`src/rtl/division_pkg.sv`:
```
// Shared definitions for the 8-bit divider and its multiply-add checker.
package division_pkg;

  localparam int DIV_WIDTH = 8;

  typedef enum logic [1:0] {
    IDLE = 2'd0,
    CALC = 2'd1,
    DONE = 2'd2
  } state_t;

endpackage

```
`src/rtl/mult_add_datapath.sv`:
```
// Shift-add datapath: acc = remainder + quotient*divisor, one multiplier bit per step.
// Load on 'load', one iteration per 'step'; 'last' marks the final iteration (no backpressure).
module mult_add_datapath
  import division_pkg::*;
#(
  parameter int WIDTH = DIV_WIDTH
) (
  input  logic                 clk,
  input  logic                 resetn,
  input  logic                 load,
  input  logic                 step,
  input  logic [WIDTH-1:0]     quotient,
  input  logic [WIDTH-1:0]     divisor,
  input  logic [WIDTH-1:0]     remainder,
  output logic [2*WIDTH-1:0]   acc,
  output logic                 last
);

  localparam int CW = (WIDTH > 1) ? $clog2(WIDTH) : 1;

  logic [WIDTH-1:0]   q;
  logic [WIDTH-1:0]   d;
  logic [CW-1:0]      cnt;
  logic [2*WIDTH-1:0] addend;

  // Partial product for the current multiplier bit, weighted by its position.
  assign addend = {{WIDTH{1'b0}}, d} << cnt;
  assign last   = (cnt == CW'(WIDTH - 1));

  always_ff @(posedge clk) begin
    if (!resetn) begin
      q   <= '0;
      d   <= '0;
      acc <= '0;
      cnt <= '0;
    end else if (load) begin
      q   <= quotient;
      d   <= divisor;
      acc <= {{WIDTH{1'b0}}, remainder};
      cnt <= '0;
    end else if (step) begin
      if (q[0]) acc <= acc + addend;
      q   <= q >> 1;
      cnt <= cnt + CW'(1);
    end
  end

endmodule

```
`src/rtl/division_check_mult.sv`:
```
// Rebuilds dividend = quotient*divisor + remainder and flags impossible triples.
// Latency WIDTH cycles from the start rising edge; launches during CALC are dropped, not queued.
module division_check_mult
  import division_pkg::*;
#(
  parameter int WIDTH = DIV_WIDTH
) (
  input  logic                 sys_clock,
  input  logic                 resetn,
  input  logic                 start,
  input  logic [WIDTH-1:0]     quotient_in,
  input  logic [WIDTH-1:0]     divisor_in,
  input  logic [WIDTH-1:0]     remainder_in,
  output logic                 busy,
  output logic                 done,
  output logic [2*WIDTH-1:0]   Dividend,
  output logic                 div_zero,
  output logic                 rem_err
);

  state_t state;
  logic   start_q;
  logic   launch;
  logic   last;

  assign launch = start & ~start_q & (state != CALC);

  mult_add_datapath #(.WIDTH(WIDTH)) u_datapath (
    .clk       (sys_clock),
    .resetn    (resetn),
    .load      (launch),
    .step      (state == CALC),
    .quotient  (quotient_in),
    .divisor   (divisor_in),
    .remainder (remainder_in),
    .acc       (Dividend),
    .last      (last)
  );

  // start_q resets high so a start held through reset release is not a launch.
  always_ff @(posedge sys_clock) begin
    if (!resetn) begin
      state    <= IDLE;
      start_q  <= 1'b1;
      busy     <= 1'b0;
      done     <= 1'b0;
      div_zero <= 1'b0;
      rem_err  <= 1'b0;
    end else begin
      start_q <= start;
      case (state)
        IDLE, DONE: begin
          if (launch) begin
            state    <= CALC;
            busy     <= 1'b1;
            done     <= 1'b0;
            div_zero <= (divisor_in == '0);
            rem_err  <= (remainder_in >= divisor_in);
          end
        end
        CALC: begin
          if (last) begin
            state <= DONE;
            busy  <= 1'b0;
            done  <= 1'b1;
          end
        end
        default: begin
          state <= IDLE;
          busy  <= 1'b0;
          done  <= 1'b0;
        end
      endcase
    end
  end

endmodule

```
`config.mk`:
```
export PLATFORM = sky130hd
export DESIGN_NAME = division_check_mult
export DESIGN_NICKNAME = d
export VERILOG_FILES = /design/src/rtl/division_pkg.sv /design/src/rtl/mult_add_datapath.sv /design/src/rtl/division_check_mult.sv
export SDC_FILE = /design/constraint.sdc
export NUM_CORES = 1
export LEC_CHECK = 0
export ABC_CLOCK_PERIOD_IN_PS = 4200
export CAP_MARGIN = 20
export CORE_UTILIZATION = 50
export CTS_CLUSTER_DIAMETER = 30
export DETAILED_ROUTE_END_ITERATION = 10
export PLACE_DENSITY_LB_ADDON = 0.1
export REMOVE_ABC_BUFFERS = 1
export SLEW_MARGIN = 40
export SYNTH_ARGS = -nofsm -noshare
export SYNTH_HDL_FRONTEND = slang
export SYNTH_SLANG_ARGS = --single-unit
```
`constraint.sdc`:
```
create_clock -name sys_clock -period 4.2 [get_ports sys_clock]
set_clock_uncertainty 0.2 [all_clocks]
set_input_delay 0.42 -clock sys_clock [delete_from_list [all_inputs] [get_ports sys_clock]]
set_output_delay 0.42 -clock sys_clock [all_outputs]
set_load 0.02 [all_outputs]
```
==> results of run 1 <==
[state kept, by name, indices dropped and copies added (netlist names)]
name	count
busy	1
div_zero	1
done	1
rem_err	1
start_q	1
u_datapath.acc	16
u_datapath.cnt	3
u_datapath.d	8
u_datapath.q	8
[routing by layer]
layer	track usage	up-vias	routed length (um)
met2	0.409	98	3190
li1	-	1421	-
met4	0.0685	0	128
met3	0.0384	12	384
met5	0	-	0
met1	0.350	1324	3580
[final timing paths]
kind                      from                  to  slack (ps)  cells after the start
min reg2reg    u_datapath.d[3]     u_datapath.d[3]         280                      2
max reg2reg  u_datapath.cnt[1]  u_datapath.acc[13]         860                     11
min            u_datapath.d[3]     u_datapath.d[3]         280                      2
max          u_datapath.cnt[1]  u_datapath.acc[13]         860                     11
[Yosys cell counts (7+ instances only)]
cell type,count
nand2_1,65
nand3_1,10
dfxtp_1,40
o21ai_0,15
xnor2_1,7
a311oi_1,9
inv_1,11
buf_2,8
ha_1,25
nor2_1,30
mux2i_1,10
clkbuf_1,14
a21oi_1,34
[area by class of cell]
cell class | instances | area (um^2) | share of cell area
multi-input combinational | 300 | 1960 | 0.558
sequential | 40 | 801 | 0.228
timing repair buffer | 51 | 498 | 0.142
tap | 72 | 90.1 | 0.0257
clock buffer | 6 | 82.6 | 0.0235
inverter | 11 | 41.3 | 0.0118
clock inverter | 2 | 38.8 | 0.0111
[metrics by stage]
stage	power [mW]	util
2_1_floorplan	0.493	-
3_3_place_gp	0.556	0.611
3_5_place_dp	0.559	0.611
4_1_cts	0.899	0.633
5_1_grt	0.935	0.633
6_report	0.891	0.633
[worst reg2reg max path, stage by stage, from the launching register on]
cell	delay (ps)
dfxtp_1	680
mux2_2	410
nand2_1	60
o21ai_0	130
nor2_1	130
a21oi_1	60
ha_1	390
nor2_1	260
o31ai_1	140
a31oi_2	290
mux2i_1	120
or3_1	340
[power breakdown]
part,total [mW],switching [mW],internal [mW]
Sequential,0.408,0.0139,0.394
Combinational,0.143,0.0744,0.0689
Clock,0.340,0.146,0.195
Total,0.891,0.234,0.657
[kinds of logic (layout without fill, tap and decap cells)]
logic type,count (synthesis),in the layout
buffers and inverters,35,70
XOR/XNOR,8,8
AND/OR/NAND/NOR,145,145
multiplexers,16,16
adder cells (fa/ha/maj),26,26
flip-flops,40,40
AO/OA/AOI/OAI,105,105
==> flow_summary_export.csv, run 1 <==
group,metric,value,unit
global_route,track_usage,0.254,
global_route,antenna_found_initial,0,
sta,layout_setup_ws,863,ps
sta,period_needed,3340,ps
final_layout,fin_area,3510,um^2
synth,synth_ff_type,"dfxtp_1",
pwr,peakVddDrop,0.154,mV
synth,synth.cell_area,2910,um^2
synth,synth_area_leader_cell,"dfxtp_1",
clock_network,clkLatencyLatePin,290,ps
placement,place_congestion,0.903,
synth,synth_compound_area_frac,0.247,
synth,synth_area_leaders,"dfxtp_1 28%, ha_1 11%, nand2_1 8.4%",
die,start_util,0.524,
route,routed_wl,7280,um
final_layout,nets,462,
worst_hold_path,hold_path.class,"reg2reg",
sta,worstMarginPinSlew,699,ps
final_layout,n_antenna_cell,0,
sta,rsz0062_at_grt,"false",
clock_network,tritoncts,"yes",
route,wl_per_cell,15.1,um
global_route,grt_max_degree,22,
sta,max_slew_margin,0.533,
final_layout,area_growth,20.7,%
pwr,power.leakage,1.34,nW
placement,hpwl,5460,um
die,dieArea,6120,um^2
synth,ys_ff_latch,40,
outcome,outcome,"completed",
clock_network,post_cts_buffers,0,
clock_network,cts_hold_buf,0,
sta,setup_viol,0,
synth,synthMuxAreaShare,0.0577,
synth,yosys.area_share.simple,0.230,
sta,setup_tns,0,ps
placement,pre_cts_ws,949,ps
clock_network,clk_pin_slew_worst_paths,80,ps
die,core-area,5540,um^2
worst_setup_path,crit_required,4180,ps
route,drcViolationCount,0,
final_layout,final_common_cell,"nand2_1",
run,max-cap-violations,0,
synth,synth_cells,375,
synth,synth-edff-count,0,
clock_network,clk_path_buf_depth,2,
worst_setup_path,crit_arrival,3320,ps
worst_setup_path,path_max_fanout,15,
worst_setup_path,cp.buffers_inverters,0,
clock_network,h-tree-depth,2,
sta,slew_violations,0,
sta,post-route-period-util,0.795,
worst_setup_path,path_class,"reg2reg",
synth,syn_avg_cell_area,7.75,um^2
route,first_pass_iters,4,
placement,placedCellCount,474,
placement,port-buffer-count,46,
synth,ys_warn_count,0,
sta,max_freq,300,MHz
final_layout,fillCellCount,523,
worst_setup_path,cp_top_family,"simple AND/OR/NAND/NOR gates",
worst_setup_path,start_kind,"register",
clock_network,cts_resized,0,
route,vias_per_cell,5.92,
final_layout,layout-drive-gt1-share,0.0634,
pwr,pwr_density_cell,254,nW/um^2
worst_setup_path,path_common_cell,"nor2_1",
global_route,grt_pass1_vias,2712,
clock_network,root_buffer,"clkbuf_8",
global_route,grt_pass1_wl,12500,um
final_layout,final_cell_mix,"65 x nand2_1, 46 x clkdlybuf4s50_1, 40 x dfxtp_1",
route,vias,2855,
route,drtIter0Drc,207,
synth,synth_adder_area_share,0.115,
placement,placed_area,3390,um^2
synth,async_flop_share,0,
synth,synth_top_family_by_area,"compound AO/OA/AOI/OAI gates",
synth,synth.distinct_cells,58,
final_layout,finalNonFillerCells,482,
sta,finalHoldViolations,0,
clock_network,clock-sinks,40,
worst_setup_path,path_cells,"mux2_2 > nand2_1 > o21ai_0 > nor2_1 > a21oi_1 > ha_1 > nor2_1 > o31ai_1 > a31oi_2 > mux2i_1 > or3_1",
worst_setup_path,endpoint_kind,"register",
die,fp.dieW,78.2,um
worst_setup_path,slowest_delay,680,ps
global_route,grt_overflow,0,
route,ant_nets,0,
sta,fin_hold_ws,280,ps
synth,synthXorXnorAreaFrac,0.0241,
synth,synth.top_cell.area_share,0.276,
synth,ys_seq_area_frac,0.276,
clock_network,numCtsBuffers,5,
worst_setup_path,cp_slowest_cell,"dfxtp_1",
die,ios,47,
die,num_rows,27,
die,die_h,78.2,um
Note: power is estimated with default switching activity, not from simulation.
==> run 2: changes to the inputs <==
--- a/config.mk
+++ b/config.mk
@@ -5,9 +5,9 @@
 export SDC_FILE = /design/constraint.sdc
 export NUM_CORES = 1
 export LEC_CHECK = 0
-export ABC_CLOCK_PERIOD_IN_PS = 4200
+export ABC_CLOCK_PERIOD_IN_PS = 3000
 export CAP_MARGIN = 20
-export CORE_UTILIZATION = 50
+export CORE_UTILIZATION = 49
 export CTS_CLUSTER_DIAMETER = 30
 export DETAILED_ROUTE_END_ITERATION = 10
 export PLACE_DENSITY_LB_ADDON = 0.1
==> constraint.sdc (replaced) <==
create_clock -name sys_clock -period 3 [get_ports sys_clock]
set_clock_uncertainty 0.2 [all_clocks]
set_input_delay 0.3 -clock sys_clock [delete_from_list [all_inputs] [get_ports sys_clock]]
set_output_delay 0.3 -clock sys_clock [all_outputs]
set_load 0.02 [all_outputs]
==> run 2 against run 1 <==
Setup slack got worse by 750 ps. Register-to-register slack got worse by 750 ps. Cell count increased by 2.3%. Worst hold slack improved by 0.88 ps. Non-clock buffer count increased by 12. Sequential share of layout area decreased by 0.69 points. Critical endpoint is now u_datapath.acc[12].
==> flow_summary_export.csv, run 2 (same netlist as run 1, synthesis figures left out) <==
group,metric,value,unit
worst_setup_path,cp.buffers_inverters,1,
clock_network,h-tree-depth,2,
placement,port-buffer-count,46,
die,start_util,0.518,
final_layout,n_antenna_cell,0,
final_layout,fillCellCount,539,
worst_setup_path,cp_slowest_cell,"a221oi_2",
clock_network,tritoncts,"yes",
placement,place_congestion,0.982,
worst_setup_path,path_cells,"buf_12 > mux2i_1 > mux2_2 > o22ai_1 > ha_1 > a21o_1 > a221oi_2 > o31ai_2 > a311o_1 > o311ai_1",
worst_setup_path,crit_arrival,2900,ps
worst_setup_path,start_kind,"register",
final_layout,area_growth,24.9,%
placement,pre_cts_ws,82.5,ps
route,vias_per_cell,5.93,
worst_setup_path,endpoint_kind,"register",
run,max-cap-violations,0,
clock_network,numCtsBuffers,5,
route,drcViolationCount,0,
final_layout,multi_input_area,1960,um^2
route,drtIter0Drc,226,
clock_network,clock-sinks,40,
worst_setup_path,cp_top_family,"compound AO/OA/AOI/OAI gates",
final_layout,utilization,0.647,
pwr,power,1.31,mW
final_layout,fin_area,3630,um^2
die,core-area,5610,um^2
final_layout,largest_reg_flops,16,
final_layout,nets,474,
global_route,grt_overflow,0,
worst_hold_path,hold_path.class,"reg2reg",
die,fp.dieW,79,um
route,first_pass_iters,5,
route,vias,2924,
pwr,peakVddDrop,0.220,mV
sta,worstMarginPinSlew,579,ps
clock_network,clk_pin_slew_worst_paths,80,ps
clock_network,root_buffer,"clkbuf_8",
global_route,grt_pass1_vias,2712,
global_route,grt_pass1_wl,12800,um
sta,layout_setup_ws,115,ps
sta,finalHoldViolations,0,
outcome,outcome,"completed",
route,ant_nets,0,
sta,period_needed,2880,ps
worst_setup_path,path_max_fanout,12,
route,wl_per_cell,15.5,um
worst_setup_path,path_class,"reg2reg",
final_layout,seqCellArea,803,um^2
sta,max_slew_margin,0.614,
final_layout,layout-drive-gt1-share,0.0974,
pwr,pwr_density_cell,361,nW/um^2
worst_setup_path,slowest_delay,410,ps
placement,placed_area,3480,um^2
global_route,track_usage,0.259,
global_route,grt_max_degree,21,
worst_setup_path,crit_required,3010,ps
die,num_rows,27,
pwr,power.leakage,1.41,nW
clock_network,clk_path_buf_depth,2,
die,dieArea,6240,um^2
sta,setup_viol,0,
final_layout,largestRegisters,"u_datapath.acc: 16 flops, u_datapath.d: 8 flops, u_datapath.q: 8 flops",
sta,rsz0062_at_grt,"true",
sta,max_freq,347,MHz
die,die_h,79,um
final_layout,final_cell_mix,"65 x nand2_1, 46 x clkdlybuf4s50_1, 38 x dfxtp_1",
sta,post-route-period-util,0.962,
clock_network,cts_hold_buf,0,
global_route,antenna_found_initial,0,
die,ios,47,
placement,hpwl,5810,um
final_layout,top_register,"u_datapath.acc",
sta,slew_violations,0,
final_layout,final_common_cell,"nand2_1",
clock_network,clkLatencyLatePin,300,ps
route,routed_wl,7620,um
==> run 2: final cells by class <==
| cell class | instances | share of cell area |
|---|---|---|
| Tap cell | 72 | 0.0248 |
| Clock inverter | 2 | 0.0166 |
| Timing Repair Buffer | 63 | 0.166 |
| Sequential cell | 40 | 0.221 |
| Clock buffer | 5 | 0.0190 |
| Inverter | 11 | 0.0114 |
| Multi-Input combinational cell | 300 | 0.541 |
==> run 2: repair_timing <==
item                                   in CTS  in global routing
endpoints found under the hold margin       0                  0
setup buffers                               0                  1
gates resized for setup                     0                  5
setup endpoints to repair                   0                  7
==> run 2: path summary, 6_finish.rpt <==
check,cells past startpoint,slack (ps),endpoint,start
max,10,120,u_datapath.acc[12],u_datapath.cnt[1]
min,2,280,u_datapath.d[4],u_datapath.d[4]
max reg2reg,10,120,u_datapath.acc[12],u_datapath.cnt[1]
min reg2reg,2,280,u_datapath.d[4],u_datapath.d[4]
==> run 2: per-stage QoR <==
step / hold slack, ps / cells / TNS, ps
after floorplan: 173 / 351 / 0
after global placement: 272 / 485 / 0
after detailed placement: 271 / 485 / 0
after CTS: 284 / 492 / 0
after global routing: 308 / 493 / -17.2
final: 281 / 493 / 0
==> run 2: per-layer routing <==
metal | GRT usage | routed length, um | vias up
met2 | 0.410 | 3350 | 110
met1 | 0.363 | 3730 | 1352
met5 | 0 | 0 | -
met3 | 0.0356 | 415 | 15
li1 | - | - | 1447
met4 | 0.0764 | 123 | 0
==> run 2: tightest hold or removal path: stages (launching register included) <==
cell	delay, ps
dfxtp_1	330
nand2_1	60
a21oi_1	50
==> run 2: report_power, final <==
group / internal [mW] / switching, mW
combinational: 0.100 / 0.108
clock: 0.328 / 0.204
sequential: 0.551 / 0.0184
